$ cat src/rtl/alu_serial_core.sv
// Serial-load two-operand ALU: A/op[0] then B/op[1] arrive on successive
// opcode_valid cycles; add/sub/xor/xnor result is presented with a done pulse.
module alu_serial_core #(
   parameter int unsigned DATA_WIDTH = 8
) (
   input  logic                  clk,
   input  logic                  reset,
   input  logic                  opcode_valid,
   input  logic                  opcode,
   input  logic [DATA_WIDTH-1:0] data,
   output logic [DATA_WIDTH-1:0] result,
   output logic                  overflow,
   output logic                  done,
   output logic                  busy
);

   typedef enum logic [1:0] {IDLE, GOT_A, EXEC, DONE} state_t;

   state_t                state_q, state_d;
   logic [DATA_WIDTH-1:0] a_q, a_d;
   logic [DATA_WIDTH-1:0] b_q, b_d;
   logic [1:0]            op_q, op_d;
   logic [DATA_WIDTH:0]   sum_q, sum_d;
   logic                  phase_q, phase_d;
   logic [DATA_WIDTH-1:0] result_q, result_d;
   logic                  overflow_q, overflow_d;
   logic                  done_q, done_d;
   logic                  busy_q, busy_d;
   logic [DATA_WIDTH:0]   a_ext, b_ext;

   assign a_ext = {1'b0, a_q};
   assign b_ext = {1'b0, b_q};

   // EXEC spans two cycles: the first registers the wide sum, the second
   // moves it to the outputs, so done rises two edges after B is captured.
   always_comb begin
      state_d    = state_q;
      a_d        = a_q;
      b_d        = b_q;
      op_d       = op_q;
      sum_d      = sum_q;
      phase_d    = phase_q;
      result_d   = result_q;
      overflow_d = overflow_q;
      done_d     = 1'b0;
      busy_d     = 1'b0;
      unique case (state_q)
         IDLE: begin
            if (opcode_valid) begin
               a_d     = data;
               op_d[0] = opcode;
               state_d = GOT_A;
            end
         end
         GOT_A: begin
            if (opcode_valid) begin
               b_d     = data;
               op_d[1] = opcode;
               busy_d  = 1'b1;
               state_d = EXEC;
            end
         end
         EXEC: begin
            if (!phase_q) begin
               phase_d = 1'b1;
               busy_d  = 1'b1;
               unique case (op_q)
                  2'b00: sum_d = a_ext + b_ext;
                  2'b01: sum_d = a_ext - b_ext;
                  2'b10: sum_d = {1'b0, a_q ^ b_q};
                  2'b11: sum_d = {1'b0, ~(a_q ^ b_q)};
               endcase
            end else begin
               phase_d    = 1'b0;
               result_d   = sum_q[DATA_WIDTH-1:0];
               overflow_d = sum_q[DATA_WIDTH];
               done_d     = 1'b1;
               state_d    = DONE;
            end
         end
         DONE: begin
            if (opcode_valid) begin
               a_d     = data;
               op_d[0] = opcode;
               state_d = GOT_A;
            end else begin
               state_d = IDLE;
            end
         end
      endcase
   end

   always_ff @(posedge clk) begin
      if (reset) begin
         state_q    <= IDLE;
         a_q        <= '0;
         b_q        <= '0;
         op_q       <= '0;
         sum_q      <= '0;
         phase_q    <= 1'b0;
         result_q   <= '0;
         overflow_q <= 1'b0;
         done_q     <= 1'b0;
         busy_q     <= 1'b0;
      end else begin
         state_q    <= state_d;
         a_q        <= a_d;
         b_q        <= b_d;
         op_q       <= op_d;
         sum_q      <= sum_d;
         phase_q    <= phase_d;
         result_q   <= result_d;
         overflow_q <= overflow_d;
         done_q     <= done_d;
         busy_q     <= busy_d;
      end
   end

   assign result   = result_q;
   assign overflow = overflow_q;
   assign done     = done_q;
   assign busy     = busy_q;

endmodule

$ cat config.mk
export PLATFORM = sky130hd
export DESIGN_NAME = alu_serial_core
export DESIGN_NICKNAME = d
export VERILOG_FILES = /design/src/rtl/alu_serial_core.sv
export SDC_FILE = /design/constraint.sdc
export NUM_CORES = 1
export LEC_CHECK = 0
export CORE_MARGIN = 8
export CORE_UTILIZATION = 25
export CTS_CLUSTER_DIAMETER = 30
export DETAILED_ROUTE_END_ITERATION = 8
export HOLD_SLACK_MARGIN = 0.12
export SYNTH_ARGS = -nofsm -noshare
export SYNTH_HDL_FRONTEND = slang
export SYNTH_SLANG_ARGS = --single-unit
$ cat constraint.sdc
create_clock -name clk -period 3.08 [get_ports clk]
set_input_delay 0.462 -clock clk [delete_from_list [all_inputs] [get_ports clk]]
set_output_delay 0.462 -clock clk [all_outputs]
set_load 0.1 [all_outputs]
==> key figures <==
Status
  – Status: completed

Synthesis
  – Count leader, synth: nand2_1
  – Post-synth top area share: 0.366
  – Post-synth net total: 305
  – Yosys top cell by area: dfxtp_1
  – Mapped cell area: 2240 sq um
  – Seq/Total Area, Yosys: 0.366
  – Synth warn: 0
  – Syn Area/Cell: roughly 8.1 sq um
  – Main synth FF type: dfxtp_1
  – Post-synth EDFFs: 0
  – Synth top area cells: dfxtp_1 (37%), nand2_1 (11%), a21oi_1 (9.2%), ha_1 (7.8%), xor2_1 (4.7%)
  – Post-synthesis cell type count: 39
  – Commonest cells post-synth: nand2_1 (64), a21oi_1 (41), dfxtp_1 (41), ha_1 (14)
  – #FFs+latches synth: 41
  – Synth async-reset ratio: 0
  – Cells after synthesis: between 200 and 300

Global route
  – Pin count of the biggest net entering global routing: 42
  – First-pass GRT wire length: ~8400 microns
  – Antenna violations before repair: 0
  – Grt ovf: 0
  – Vias in the first global route: about 1800
  – GRT Total Usage: 0.0796

STA
  – Worst slew margin: 0.498
  – Crit share post-route: 0.785
  – Post-route setup slack: around 0.66 ns
  – WHS: ~0.46 ns
  – Clk_skew: about 0.0066 ns
  – Min cycle time layout: roughly 2.4 ns
  – Endpoints failing setup: 0
  – Final Max Slew Viols: 0
  – Worst-margin pin slew: 0.752 ns
  – Final Hold Fails: 0
  – RSZ-0062 raised after global routing: false
  – FMAX: 0.413 GHz
  – Final TNS setup: 0 ns

Floorplanning
  – Full die area: ~12000 sq um
  – I/O pin count: 23
  – Die Ht: between 100 and 150 microns
  – Initial Util: 0.257
  – Horiz. Die Dim: between 100 and 150 microns
  – Core Rows: 34
  – Core box area: 8720 sq um

Route
  – DRT iter0 DRCs: 88
  – Vias/cell: approximately 4.5
  – Post-Route WL: 4790 microns
  – Via total after detailed routing: 1819
  – Routed Antenna Nets: 0
  – Average wire per standard cell: 11.9 microns
  – # DRC: 0
  – DRT Pass-1 Iters: 4

Clock network
  – Sink Count: 41
  – Hold-fix buffers, CTS: 0
  – Postcts setup bufs: 0
  – Clock Latency Late Sink: 0.29 ns
  – Clock Tree Root: clkbuf_8
  – CTS tree: built
  – Clock-pin slew on the worst setup and hold paths: around 0.08 ns
  – H-tree level count: 2
  – CTS resizes: 0
  – Number of CTS-inserted buffers: 5
  – Clock Path Buffers: 2

Setup path
  – Worst Path Max Fanout: 9
  – Most frequent CP cell: a21o_1
  – Worst endpoint required time: 3.26 ns
  – CP max-delay cell: ha_1
  – Critical path class: flop to flop
  – Critical-path cell list: nand2b_1 > o21ai_0 > xor2_1 > ha_1 > a21o_1 > a21o_1 > a221oi_2 > or3b_1 > nand3_1
  – Worst setup EP type: flop
  – Flop2flop setup slack: 0.66 ns
  – Critical path launch point type: flop
  – Worst path max stage delay: between 0.3 and 0.4 ns
  – CP Data Arrival Time: 2.60 ns

Finish
  – Design area: 2590 sq um
  – Post-layout nets: between 300 and 400
  – Fill count: roughly 940
  – Layout cells sized above 1: 0.0847
  – Syn-to-layout area delta: 15.5%
  – Inserted Diodes: 0

Run
  – Max Cap Viol: 0

Placed design
  – DP Wirelength: between 3000 and 4000 microns
  – Placed Area: roughly 2500 sq um
  – Worst slack, placed: ~0.7 ns
  – GP Congestion: around 0.81
  – Port-buffer cells: 22

Power
  – P per Cell Area: around 860 nW/um^2
  – Pleak: slightly below 1 nW
  – Total power: approximately 2.2 mW
  – Max VDD drop: 245 uV

Min path
  – Worst min path class: flop to flop
power by group:
| part | leakage, nW | internal, mW | switching [mW] | total, mW |
|---|---|---|---|---|
| combinational | 0.605 | 0.495 | 0.676 | 1.17 |
| clock | 0.0450 | 0.157 | 0.181 | 0.338 |
| sequential | 0.333 | 0.632 | 0.0883 | 0.720 |
routing by layer:
layer,track usage,vias up,share of wire
met5,0,-,0
met4,0.0216,0,0.0079
met3,0.0308,4,0.060
met2,0.112,27,0.40
met1,0.109,815,0.53
li1,-,973,-
flip-flops by register name, indices dropped and copies added (netlist names):
register  flops
done          1
a_q           8
overflow      1
state_q       2
sum_q         9
phase_q       1
result        8
busy          1
op_q          2
b_q           8
through the flow:
stage                      util  instances
final                     0.297        403
after CTS                 0.297        403
after global placement    0.287        395
after detailed placement  0.287        395
after global routing      0.297        403
after floorplan               -        278
cell families (layout without fill, tap and decap cells):
kind of cell,count (synthesis),after routing,synth area share
flops,41,41,0.366
fa+ha+maj,15,15,0.0871
mux,2,2,0.00893
simple gates,104,104,0.207
buf+inv,22,39,0.0486
compound gates,71,71,0.193
xor+xnor,23,23,0.0899
area by class of cell:
type	instances	area [sq um]	share of cell area
clock buffer	6	72.6	0.0280
timing repair buffer	25	215	0.0832
inverter	6	22.5	0.00870
sequential	41	821	0.317
tap	108	135	0.0522
multi-input combinational	215	1310	0.507
clock inverter	2	10.0	0.00387
final timing paths:
path,cells past startpoint,endpoint,start
max,9,sum_q[8],op_q[1]
min,2,result[7],result[7]
max reg2reg,9,sum_q[8],op_q[1]
min reg2reg,2,result[7],result[7]
cell usage in the layout, fill, tap and decap left out, drive strengths merged, types with 7 or more instances in the layout:
cell type and count:
nor2 12, nand2 64, dfxtp 41, clkdlybuf4s50 11
buf 14, a211oi 8, xor2 12, xnor2 11
ha 14, o21ai 7, a21oi 41
worst max-delay path: cells and delay by family (launching register included):
kind                     cells  cell delay (ns)
flip-flops                   1             0.34
XOR/XNOR                     1             0.17
adder cells (fa/ha/maj)      1             0.38
AND/OR/NAND/NOR              3             0.53
AO/OA/AOI/OAI                4             0.89
Note: power is estimated with default switching activity, not from simulation.
